`config.mk`:
```
export PLATFORM = sky130hd
export DESIGN_NAME = scan_chain_ctrl
export DESIGN_NICKNAME = d
export VERILOG_FILES = /design/src/rtl/scan_pkg.sv /design/src/rtl/scan_crc32.sv /design/src/rtl/scan_chain_ctrl.sv
export SDC_FILE = /design/constraint.sdc
export NUM_CORES = 1
export LEC_CHECK = 0
export CORE_MARGIN = 2
export CORE_UTILIZATION = 35
export CTS_CLUSTER_DIAMETER = 40
export CTS_CLUSTER_SIZE = 20
export DETAILED_ROUTE_END_ITERATION = 10
export GPL_TIMING_DRIVEN = 1
export PLACE_DENSITY_LB_ADDON = 0.25
export SYNTH_ARGS = -nofsm -noshare
export SYNTH_HDL_FRONTEND = slang
export SYNTH_SLANG_ARGS = --single-unit
```
`constraint.sdc`:
```
create_clock -name aclk -period 3.5 [get_ports aclk]
set_clock_uncertainty 0.2 [all_clocks]
set_input_delay 0.35 -clock aclk [delete_from_list [all_inputs] [get_ports aclk]]
set_output_delay 0.35 -clock aclk [all_outputs]
set_load 0.01 [all_outputs]
```
`src/rtl/scan_pkg.sv`:
```
`default_nettype none
// ============================================================================
// Package  : scan_pkg
// Shared state encoding, CRC-32 constants and word-geometry helper for the
// multi-chain scan controller.
// Revision : 1.0
// ============================================================================
package scan_pkg;

    localparam logic [2:0] S_IDLE     = 3'd0;
    localparam logic [2:0] S_FETCH    = 3'd1;
    localparam logic [2:0] S_LOAD     = 3'd2;
    localparam logic [2:0] S_SHIFT_LO = 3'd3;
    localparam logic [2:0] S_SHIFT_HI = 3'd4;
    localparam logic [2:0] S_PUSH     = 3'd5;
    localparam logic [2:0] S_DONE     = 3'd6;

    localparam logic [31:0] CRC_POLY = 32'h04C1_1DB7;
    localparam logic [31:0] CRC_INIT = 32'hFFFF_FFFF;

    // Shift slots carried by one FIFO word.
    function automatic int calc_bpw(input int data_w, input int num_chains);
        return data_w / num_chains;
    endfunction

endpackage
`default_nettype wire

```
`src/rtl/scan_crc32.sv`:
```
`default_nettype none
// ============================================================================
// Module   : scan_crc32
// Running CRC-32 (MSB-first, unreflected, no final XOR), one word per cycle.
// Revision : 1.0
// ============================================================================
module scan_crc32
    import scan_pkg::*;
(
    input  logic        aclk,
    input  logic        aresetn,
    input  logic        init_i,
    input  logic        en_i,
    input  logic [31:0] data_i,
    output logic [31:0] crc_o
);

    logic [31:0] crc_q;
    logic [31:0] crc_d;
    logic        w_fb;

    always_ff @(posedge aclk or negedge aresetn) begin
        if (!aresetn) begin
            crc_q <= CRC_INIT;
        end else begin
            crc_q <= crc_d;
        end
    end

    always_comb begin
        crc_d = crc_q;
        w_fb  = 1'b0;
        if (init_i) begin
            crc_d = CRC_INIT;
        end else if (en_i) begin
            for (int i = 31; i >= 0; i--) begin
                w_fb  = crc_d[31] ^ data_i[i];
                crc_d = {crc_d[30:0], 1'b0};
                if (w_fb) begin
                    crc_d = crc_d ^ CRC_POLY;
                end
            end
        end
    end

    assign crc_o = crc_q;

endmodule
`default_nettype wire

```
`src/rtl/scan_chain_ctrl.sv`:
```
`default_nettype none
// ============================================================================
// Module   : scan_chain_ctrl
// Parallel multi-chain scan controller: pops shift-in words, drives chains
// through a divided scan clock, pushes captured words. Define SCAN_CRC_EN to
// add crc_out, a CRC-32 over every pushed word.
// Revision : 1.0
// ============================================================================
module scan_chain_ctrl
    import scan_pkg::*;
#(
    parameter int NUM_CHAINS = 1,
    parameter int DATA_W     = 32,
    parameter int LEN_W      = 16,
    parameter int SCK_DIV    = 1
) (
    input  logic                  aclk,
    input  logic                  aresetn,
    input  logic                  start,
    input  logic                  abort,
    input  logic [LEN_W-1:0]      length,
    output logic                  busy,
    output logic                  done,
    output logic [NUM_CHAINS-1:0] scan_in,
    input  logic [NUM_CHAINS-1:0] scan_out,
    output logic                  scan_enable,
    output logic                  scan_ck_enable,
    output logic                  in_rd_en,
    input  logic [DATA_W-1:0]     in_data,
    input  logic                  in_empty,
    output logic                  out_wr_en,
    output logic [DATA_W-1:0]     out_data,
    input  logic                  out_full
`ifdef SCAN_CRC_EN
    ,
    output logic [31:0]           crc_out
`endif
);

    localparam int                BPW       = calc_bpw(DATA_W, NUM_CHAINS);
    localparam int                SLOT_W    = (BPW > 1) ? $clog2(BPW) : 1;
    localparam logic [SLOT_W-1:0] SLOT_LAST = SLOT_W'(BPW - 1);
    localparam logic [7:0]        DIV_LAST  = 8'(SCK_DIV - 1);

    logic [2:0]            state_q,   state_d;
    logic [LEN_W-1:0]      len_q,     len_d;
    logic [LEN_W-1:0]      cnt_q,     cnt_d;
    logic [SLOT_W-1:0]     slot_q,    slot_d;
    logic [7:0]            div_q,     div_d;
    logic [DATA_W-1:0]     sin_q,     sin_d;
    logic [DATA_W-1:0]     sout_q,    sout_d;
    logic [NUM_CHAINS-1:0] scan_in_q, scan_in_d;
    logic                  rd_q,      rd_d;
    logic                  wr_q,      wr_d;

    logic                  w_div_last;
    logic [LEN_W-1:0]      w_cnt_inc;
    logic [DATA_W-1:0]     w_sin_nxt;

    assign w_div_last = (div_q == DIV_LAST);
    assign w_cnt_inc  = cnt_q + 1'b1;
    assign w_sin_nxt  = sin_q >> NUM_CHAINS;

    always_ff @(posedge aclk or negedge aresetn) begin
        if (!aresetn) begin
            state_q   <= S_IDLE;
            len_q     <= '0;
            cnt_q     <= '0;
            slot_q    <= '0;
            div_q     <= '0;
            sin_q     <= '0;
            sout_q    <= '0;
            scan_in_q <= '0;
            rd_q      <= 1'b0;
            wr_q      <= 1'b0;
        end else begin
            state_q   <= state_d;
            len_q     <= len_d;
            cnt_q     <= cnt_d;
            slot_q    <= slot_d;
            div_q     <= div_d;
            sin_q     <= sin_d;
            sout_q    <= sout_d;
            scan_in_q <= scan_in_d;
            rd_q      <= rd_d;
            wr_q      <= wr_d;
        end
    end

    // Pop/push strobes are registered: the FIFO flag is sampled one cycle
    // before the strobe, so no input reaches an output combinationally.
    always_comb begin
        state_d   = state_q;
        len_d     = len_q;
        cnt_d     = cnt_q;
        slot_d    = slot_q;
        div_d     = div_q;
        sin_d     = sin_q;
        sout_d    = sout_q;
        scan_in_d = scan_in_q;
        rd_d      = 1'b0;
        wr_d      = 1'b0;
        case (state_q)
            S_IDLE: begin
                if (start) begin
                    len_d   = length;
                    cnt_d   = '0;
                    slot_d  = '0;
                    state_d = (length == '0) ? S_DONE : S_FETCH;
                end
            end
            S_FETCH: begin
                if (rd_q) begin
                    state_d = S_LOAD;
                end else if (!in_empty) begin
                    rd_d = 1'b1;
                end
            end
            S_LOAD: begin
                sin_d     = in_data;
                sout_d    = '0;
                div_d     = '0;
                scan_in_d = in_data[NUM_CHAINS-1:0];
                state_d   = S_SHIFT_LO;
            end
            S_SHIFT_LO: begin
                if (w_div_last) begin
                    div_d = '0;
                    sout_d[int'(slot_q)*NUM_CHAINS +: NUM_CHAINS] = scan_out;
                    state_d = S_SHIFT_HI;
                end else begin
                    div_d = div_q + 8'd1;
                end
            end
            S_SHIFT_HI: begin
                if (w_div_last) begin
                    div_d = '0;
                    cnt_d = w_cnt_inc;
                    if ((w_cnt_inc == len_q) || (slot_q == SLOT_LAST)) begin
                        state_d = S_PUSH;
                    end else begin
                        slot_d    = slot_q + 1'b1;
                        sin_d     = w_sin_nxt;
                        scan_in_d = w_sin_nxt[NUM_CHAINS-1:0];
                        state_d   = S_SHIFT_LO;
                    end
                end else begin
                    div_d = div_q + 8'd1;
                end
            end
            S_PUSH: begin
                if (wr_q) begin
                    if (cnt_q == len_q) begin
                        state_d = S_DONE;
                    end else begin
                        slot_d  = '0;
                        state_d = S_FETCH;
                    end
                end else if (!out_full) begin
                    wr_d = 1'b1;
                end
            end
            S_DONE: begin
                state_d = S_IDLE;
            end
            default: begin
                state_d = S_IDLE;
            end
        endcase
        if (abort && (state_q != S_IDLE)) begin
            state_d = S_IDLE;
            rd_d    = 1'b0;
            wr_d    = 1'b0;
        end
    end

    always_comb begin
        busy           = (state_q != S_IDLE);
        done           = (state_q == S_DONE);
        scan_enable    = (state_q != S_IDLE) && (state_q != S_DONE);
        scan_ck_enable = (state_q == S_SHIFT_HI);
    end

    assign scan_in   = scan_in_q;
    assign in_rd_en  = rd_q;
    assign out_wr_en = wr_q;
    assign out_data  = sout_q;

`ifdef SCAN_CRC_EN
    logic [31:0] w_crc_word;

    if (DATA_W >= 32) begin : g_crc_trunc
        assign w_crc_word = sout_q[31:0];
    end else begin : g_crc_ext
        assign w_crc_word = {{(32-DATA_W){1'b0}}, sout_q};
    end

    scan_crc32 u_crc (
        .aclk    (aclk),
        .aresetn (aresetn),
        .init_i  ((state_q == S_IDLE) && start),
        .en_i    (wr_q),
        .data_i  (w_crc_word),
        .crc_o   (crc_out)
    );
`endif

endmodule
`default_nettype wire

```
After elaboration in Yosys (flattened, before gate mapping). Index checks and enable logic that the tools add are counted.

Input port bits: 55. Register bits: 115. Output and inout bits: 39. Logic and storage cells: 94.

Add/subtract/negate cells: 4. Mux-type cells: 38. Reductions and logical operators: 19. Shift-type cells: 2. Eq/ne operators: 21.

Operators with widths (count): $pmux W32 S2 (2); $mux W32 (3); $neg A5 Y33 (1); $shift A1 B33 Y32 const A (1); $shiftx A1 B33 Y32 (1); $bwmux W32 (1); $eq A16 B16 Y1 (2); $mux W16 (2); $pmux W16 S2 (1); $mux W3 (9); $mux W5 (5); $pmux W3 S6 (1); $add A16 B1 Y16 const B (1); $logic_not A16 Y1 (1); $pmux W8 S2 (1); $ne A3 B3 Y1 const B (5); $pmux W5 S3 (1); $mux W1 (10); $ne A2 B2 Y1 const B (5); $eq A3 B3 Y1 const B (3); $add A8 B1 Y8 const B (1); $logic_not A8 Y1 (1); $mux W8 (1); $reduce_bool A2 Y1 (4); other kinds (16) (21).

Depth between registers and ports, before layout. Gate-level depths: netlist of run 1.

Depth in word-level cells: 7. Depth in mapped cells: 12. Mapped depth without buffers: 10.

Least setup slack after synthesis of run 1. Ideal clock, no wire load.

Path type: register -> register. Start: reg cnt_q[1]. End: reg sin_q[10]. Stages on the path, launching flop included: 12. Setup time: 0.125 ns. Slack: 0.381 ns. Arrival time: 2.794 ns. Required time: 3.175 ns. Period minus slack after synthesis: 3.119 ns. Path buffers: 3. Cells stage by stage: dfrtp_1 > ha_1 > buf_2 > and2_0 > clkbuf_1 > nand3_1 > o32a_1 > a211o_1 > o41ai_4 > a21oi_2 > buf_6 > mux2_4.

Longest elaborated chain between the ends: 5.

Ends and longest elaborated chain: start: declaration (line scan_chain_ctrl.sv:47) `logic [LEN_W-1:0] cnt_q, cnt_d;`; start signal: assignment (line scan_chain_ctrl.sv:79) `cnt_q <= cnt_d;`; $add A16 B1 Y16 (line scan_chain_ctrl.sv:61) `assign w_cnt_inc = cnt_q + 1'b1;`; $eq A16 B16 Y1 (line scan_chain_ctrl.sv:139) `if ((w_cnt_inc == len_q) || (slot_q == SLOT_LAST)) begin`; $logic_or A1 B1 Y1 (line scan_chain_ctrl.sv:139); $ne A2 B2 Y1 (no line); $reduce_and A3 Y1 (no line); end signal: assignment (line scan_chain_ctrl.sv:82) `sin_q <= sin_d;`; end: declaration (line scan_chain_ctrl.sv:50) `logic [DATA_W-1:0] sin_q, sin_d;`.

Every way passes these cells. A chain may end at the register's enable or synchronous reset.

Final worst setup path of run 1.
Start: reg cnt_q[4]. End: reg sin_q[24].

The elaborated chain is that of the path after synthesis.

==> impl_metrics.json, run 1 <==
{
  "status": "finished clean",
  "rsz0062_at_grt": "false",
  "synthXorXnorAreaFrac": 0.0457,
  "setup.worst_path.class": "reg2reg",
  "muxShareOfSynthArea": 0.103,
  "ant_nets": 0,
  "drt_iter0_drc": 406,
  "dpl_cell_area_mm2": 0.00788,
  "avgRoutedWirePerCell_um": 16.4,
  "crit_slowest_cell": "or4_1",
  "cp-start-kind": "flip-flop",
  "multiInputGateArea_mm2": 0.00356,
  "slew_violations": 0,
  "diodes": 0,
  "clock.fmax_mhz": 299,
  "utilization": 0.452,
  "clock_latency_ns": 0.42,
  "min_path_type": "in2reg",
  "dp_hpwl_um": 12500,
  "arrival_ns": 3.44,
  "ir_drop_v": 0.000341,
  "dieWidth_um": 142,
  "nFillCells": 1873,
  "grt_antenna_before_repair": 0,
  "crit_chain": "nand4_1 -> or4_1 -> a21o_1 -> a41o_1 -> o41ai_4 -> a21oi_4 -> buf_12 -> mux2_4",
  "drive_gt1_frac": 0.124,
  "routed_wl_um": 17600,
  "synth_top_family_by_area": "simple AND/OR/NAND/NOR gates",
  "grt.total_usage": 0.179,
  "endpoint_kind": "flip-flop",
  "grt_pass1_vias": 5447,
  "min_from": "in_empty",
  "nets": 890,
  "synth_ff_type": "dfrtp_1",
  "power_leakage_nw": 3.68,
  "cts_buffers": 17,
  "fin_area_mm2": 0.00849,
  "htree_levels": 4,
  "clock_path_buffers": 2,
  "die_h_um": 142,
  "hold_viol_final": 0,
  "gp_congestion": 0.920,
  "start_util": 0.357,
  "path_max_fanout": 32,
  "synthCells": 743,
  "cts_tree": "yes",
  "synth_edf_count": 0,
  "r2r-start": "cnt_q[4]",
  "route.detailed.drc": 0,
  "critPathMaxStageDelay_ns": 0.61,
  "dpl_worst_slack_ns": 0.154,
  "path_clk_slew_ns": 0.06,
  "setup_viol": 0,
  "path_buf_inv": 1,
  "grt_first_pass_wirelength_um": 28700,
  "finalCritPeriodShare": 0.954,
  "core_mm2": 0.0188,
  "synth_cell_type_count": 61,
  "grt_max_degree": 68,
  "synthArstFlopShare": 1.00,
  "synth_fp_nets": 805,
  "worst_slew_pin_slew_ns": 0.782,
  "drtPass1Iterations": 4,
  "die-area_mm2": 0.0203,
  "grt_overflow": 0,
  "max-slew-margin-rel": 0.479,
  "final-seq-area_mm2": 0.00285,
  "core.rowCount": 50,
  "vias_per_cell": 5.28,
  "syn-cell-area_mm2": 0.00671,
  "ys.warnings.count": 0,
  "syn_avg_cell_area_um2": 9.02,
  "crit_start": "cnt_q[4]",
  "syn_to_final_growth_pct": 26.6,
  "vias": 5675,
  "ys_ff_latch": 114,
  "synth_compound_area_frac": 0.161,
  "power.density_mw_per_mm2": 696,
  "fin_crit_ns": 3.34,
  "maxCapViolations": 0,
  "port_buffers": 93,
  "path_delay_family": "compound AO/OA/AOI/OAI gates",
  "ys_seq_area_frac": 0.425,
  "pin_count": 94,
  "finalSetupTns_ns": 0,
  "clock-sinks": 114,
  "synth_adder_area_share": 0.0131,
  "cp_data_required_time_ns": 3.60,
  "fin_ws_ns": 0.160,
  "yosys.area_share.simple": 0.208,
  "root_buffer": "clkbuf_16"
}
## per-layer routing
metal / wire [um] / track usage / vias up
li1: - / - / 2792
met2: 8290 / 0.288 / 133
met4: 221 / 0.0511 / 0
met1: 8390 / 0.245 / 2733
met5: 0 / 0 / -
met3: 744 / 0.0367 / 17
## placed cells by master, fill, tap and decap left out, types with 13 or more instances in the layout
cell type and instances:
nand3_1 19, clkbuf_16 17, o21ai_0 66, mux2_2 19, nand2_1 156, dfrtp_1 114, mux2_4 29, and3_1 13
nor2_1 35, xnor2_1 13, xor2_1 22, buf_4 18, inv_1 19, clkdlybuf4s50_1 92, a21oi_1 30, nor3_1 14
## report_power, final
part | switching [mW] | leakage [nW] | internal (mW) | total [mW]
registers | 0.323 | 1.49 | 1.66 | 1.98
clock network | 0.689 | 0.285 | 1.07 | 1.76
logic | 1.09 | 1.90 | 1.08 | 2.17
total | 2.10 | 3.68 | 3.81 | 5.91
## cells in the mapped netlist (3+ instances only)
master / n / area share
a211o_1: 4 / 0.0052
a211oi_1: 3 / 0.0034
a21boi_0: 3 / 0.0034
a21o_1: 6 / 0.0067
a21oi_1: 30 / 0.022
a22o_1: 5 / 0.0065
a31oi_1: 5 / 0.0047
a32o_1: 7 / 0.010
a41oi_1: 3 / 0.0039
and2_1: 11 / 0.010
and3_1: 13 / 0.012
and4_1: 4 / 0.0052
buf_1: 5 / 0.0028
buf_2: 8 / 0.0060
buf_4: 3 / 0.0034
buf_6: 3 / 0.0050
clkbuf_1: 28 / 0.016
dfrtp_1: 114 / 0.43
ha_1: 7 / 0.013
inv_1: 19 / 0.011
mux2_2: 19 / 0.032
mux2_4: 29 / 0.065
mux2i_1: 4 / 0.0060
nand2_1: 156 / 0.087
nand2b_1: 6 / 0.0056
nand3_1: 19 / 0.014
nand4_1: 10 / 0.0093
nor2_1: 35 / 0.020
nor2b_1: 8 / 0.0075
nor3_1: 14 / 0.010
nor4_1: 12 / 0.011
o211ai_1: 6 / 0.0067
o21a_1: 3 / 0.0034
o21ai_0: 66 / 0.049
o22ai_1: 3 / 0.0028
o31ai_1: 3 / 0.0034
or3_1: 5 / 0.0047
or4_1: 3 / 0.0034
xnor2_1: 13 / 0.017
xor2_1: 22 / 0.029
## area by class of cell
type                       count  area share
tap                          234      0.0345
inverter                      20     0.00884
clock inverter                15      0.0202
clock buffer                  17      0.0501
sequential                   114       0.336
timing repair buffer         113       0.130
multi-input combinational    562       0.420
## stage by stage
step	total power, mW	instances	hold slack, ns
after global placement	4.15	1042	0.226
after detailed placement	4.16	1042	0.226
after floorplan	3.54	743	-0.146
final	5.91	1075	0.266
after CTS	5.95	1075	0.260
after global routing	6.31	1075	0.258
## cells by family after synthesis
family / count (synthesis)
buffers and inverters: 67
and+or+nand+nor: 302
adders and majority gates: 7
xor gates and xnor gates: 35
DFF: 114
AOI/OAI and AO/OA: 166
muxes: 52
## registers in the layout, summed over array words and instances (netlist names)
signal / flops
cnt_q: 16
div_q: 8
in_rd_en: 1
len_q: 16
out_data: 32
out_wr_en: 1
sin_q: 32
slot_q: 5
state_q: 3
## worst register-to-register path, stage by stage, from the launching register on
cell,delay [ns]
dfrtp_1,0.47
nand4_1,0.37
or4_1,0.61
a21o_1,0.17
a41o_1,0.28
o41ai_4,0.47
a21oi_4,0.11
buf_12,0.21
mux2_4,0.34
## path summary, 6_finish.rpt
check | end | slack, ns | cells past startpoint
setup / recovery | sin_q[24] | 0.16 | 8
hold / removal | in_rd_en | 0.27 | 2
setup reg to reg | sin_q[24] | 0.16 | 8
hold reg to reg | div_q[7] | 0.30 | 1
max in group asynchronous | out_data[0] | 1.99 | 3
min in group asynchronous | cnt_q[5] | 0.31 | 2
## timing repair
item,CTS,global route
hold buffers,1,0
endpoints found under the setup margin,0,31
endpoints found under the hold margin,47,0
gates resized for setup,0,1
buffers inserted,0,0
(Power assumes the default switching activity.)
==> inputs of run 2 (changes only) <==
Settings changed: MAX_ROUTING_LAYER set to met4.
==> impl_metrics.json, run 2 (synthesis results as in run 1) <==
{
  "status": "finished clean",
  "p_int_mw": 3.81,
  "p_comb_frac": 0.365,
  "die-area_mm2": 0.0203,
  "port_buffers": 93,
  "grt_antenna_before_repair": 0,
  "instances_no_fill": 1078,
  "root_buffer": "clkbuf_16",
  "rsz0062_at_grt": "false",
  "p_seq_frac": 0.336,
  "drt_iter0_drc": 371,
  "core_mm2": 0.0188,
  "maxCapViolations": 0,
  "slew_violations": 0,
  "drive_gt1_frac": 0.127,
  "vias_per_cell": 5.32,
  "dpl_worst_slack_ns": 0.152,
  "nets": 893,
  "clock_latency_ns": 0.42,
  "route.detailed.drc": 0,
  "min_from": "in_empty",
  "avgRoutedWirePerCell_um": 16.3,
  "fin_crit_ns": 3.30,
  "htree_levels": 4,
  "crit_slowest_cell": "dfrtp_1",
  "ir_drop_v": 0.000361,
  "nFillCells": 1837,
  "p_switching_mw": 2.09,
  "setup_viol": 0,
  "arrival_ns": 3.41,
  "dp_hpwl_um": 12500,
  "path_max_fanout": 32,
  "dieWidth_um": 142,
  "ant_nets": 0,
  "cts_tree": "yes",
  "gp_congestion": 0.939,
  "finalSetupTns_ns": 0,
  "finalCritPeriodShare": 0.942,
  "clockPowerShare": 0.299,
  "grt_max_degree": 57,
  "start_util": 0.357,
  "r2r-start": "cnt_q[0]",
  "path_clk_slew_ns": 0.06,
  "final-seq-area_mm2": 0.00285,
  "hold_viol_final": 0,
  "r2r_slack_ns": 0.20,
  "cp-start-kind": "flip-flop",
  "post_cts_resized": 0,
  "grt_overflow": 0,
  "clock.fmax_mhz": 303,
  "syn_to_final_growth_pct": 26.8,
  "crit_chain": "ha_1 -> and2_0 -> nand3_1 -> o32a_1 -> a211o_1 -> o41ai_4 -> a21oi_4 -> buf_12 -> mux2_4",
  "fin_area_mm2": 0.00850,
  "hold_depth": 2,
  "grt.total_usage": 0.186,
  "routed_wl_um": 17600,
  "switching_share": 0.355,
  "endpoint_kind": "flip-flop",
  "dpl_cell_area_mm2": 0.00788,
  "min_path_type": "in2reg",
  "power_leakage_nw": 3.69,
  "pin_count": 94,
  "whs_endpoint": "in_rd_en",
  "cp_data_required_time_ns": 3.61,
  "worst_slew_pin_slew_ns": 0.759,
  "drtPass1Iterations": 5,
  "diodes": 0,
  "die_h_um": 142,
  "rr_endpoint": "sin_q[20]",
  "final_common_cell": "nand2_1",
  "multiInputGateArea_mm2": 0.00356,
  "reg2regPathDepth": 9,
  "grt_first_pass_wirelength_um": 29000,
  "cts_buffers": 17,
  "clock_path_buffers": 2,
  "dp.cells": 1043,
  "layout_common_cells": "156 x nand2_1, 114 x dfrtp_1, 92 x clkdlybuf4s50_1",
  "vias": 5731,
  "fin_ws_ns": 0.202,
  "power.density_mw_per_mm2": 694,
  "max-slew-margin-rel": 0.494,
  "grt_pass1_vias": 5649,
  "core.rowCount": 50,
  "setup.worst_path.class": "reg2reg",
  "critPathMaxStageDelay_ns": 0.45,
  "clock-sinks": 114
}
==> run 2: power groups by stage <==
| stage | Sequential [mW] | Combinational [mW] | Clock (mW) |
|---|---|---|---|
| final | 1.98 | 2.15 | 1.77 |
| after global routing | 2.04 | 2.38 | 1.87 |
| after CTS | 1.98 | 2.17 | 1.80 |
| after detailed placement | 1.99 | 2.16 | 0 |
| after global placement | 2.00 | 2.15 | 0 |
| after floorplan | 1.86 | 1.68 | 0 |
==> run 2: what timing repair did <==
item                       4_1_cts  5_1_grt
hold buffers                     1        0
setup endpoints to repair        0       19
buffers inserted                 0        2
hold endpoints to repair        53        0
==> run 2: worst max-delay path: cells and delay by family, from the launching register on <==
kind | cells | cell delay, ns
mux | 1 | 0.32
compound gates | 4 | 1.15
flops | 1 | 0.45
fa+ha+maj | 1 | 0.35
buf+inv | 1 | 0.21
simple gates | 2 | 0.48
==> run 2: layout make-up <==
type / instances / area share
Multi-Input combinational cell: 562 / 0.419
Sequential cell: 114 / 0.336
Timing Repair Buffer: 116 / 0.131
Clock buffer: 17 / 0.0500
Tap cell: 234 / 0.0344
Clock inverter: 15 / 0.0205
Inverter: 20 / 0.00883
==> run 2: how the worst max path moves through the flow <==
stage / startpoint / to / slack (ns) / depth (start not counted)
finish: cnt_q[0] / sin_q[20] / 0.20 / 9
global route: cnt_q[0] / sin_q[8] / 0.02 / 9
CTS: cnt_q[4] / sin_q[25] / 0.15 / 8
detailed placement: cnt_q[4] / sin_q[25] / 0.15 / 8
global placement: cnt_q[4] / sin_q[27] / 0.21 / 8
floorplan: cnt_q[1] / sin_q[10] / 0.38 / 11
==> run 2: routing by layer <==
metal	global-route usage	up-vias	part of all wire
met4	0.0563	0	0.013
met2	0.290	134	0.47
met1	0.242	2776	0.47
met3	0.0437	16	0.045
met5	-	-	0
li1	-	2805	-
==> run 2: through the flow <==
step,hold slack [ns],total power [mW],utilization
after floorplan,-0.146,3.54,-
after global placement,0.270,4.14,0.420
after detailed placement,0.276,4.15,0.420
after CTS,0.247,5.95,0.452
after global routing,0.263,6.29,0.453
final,0.262,5.90,0.453
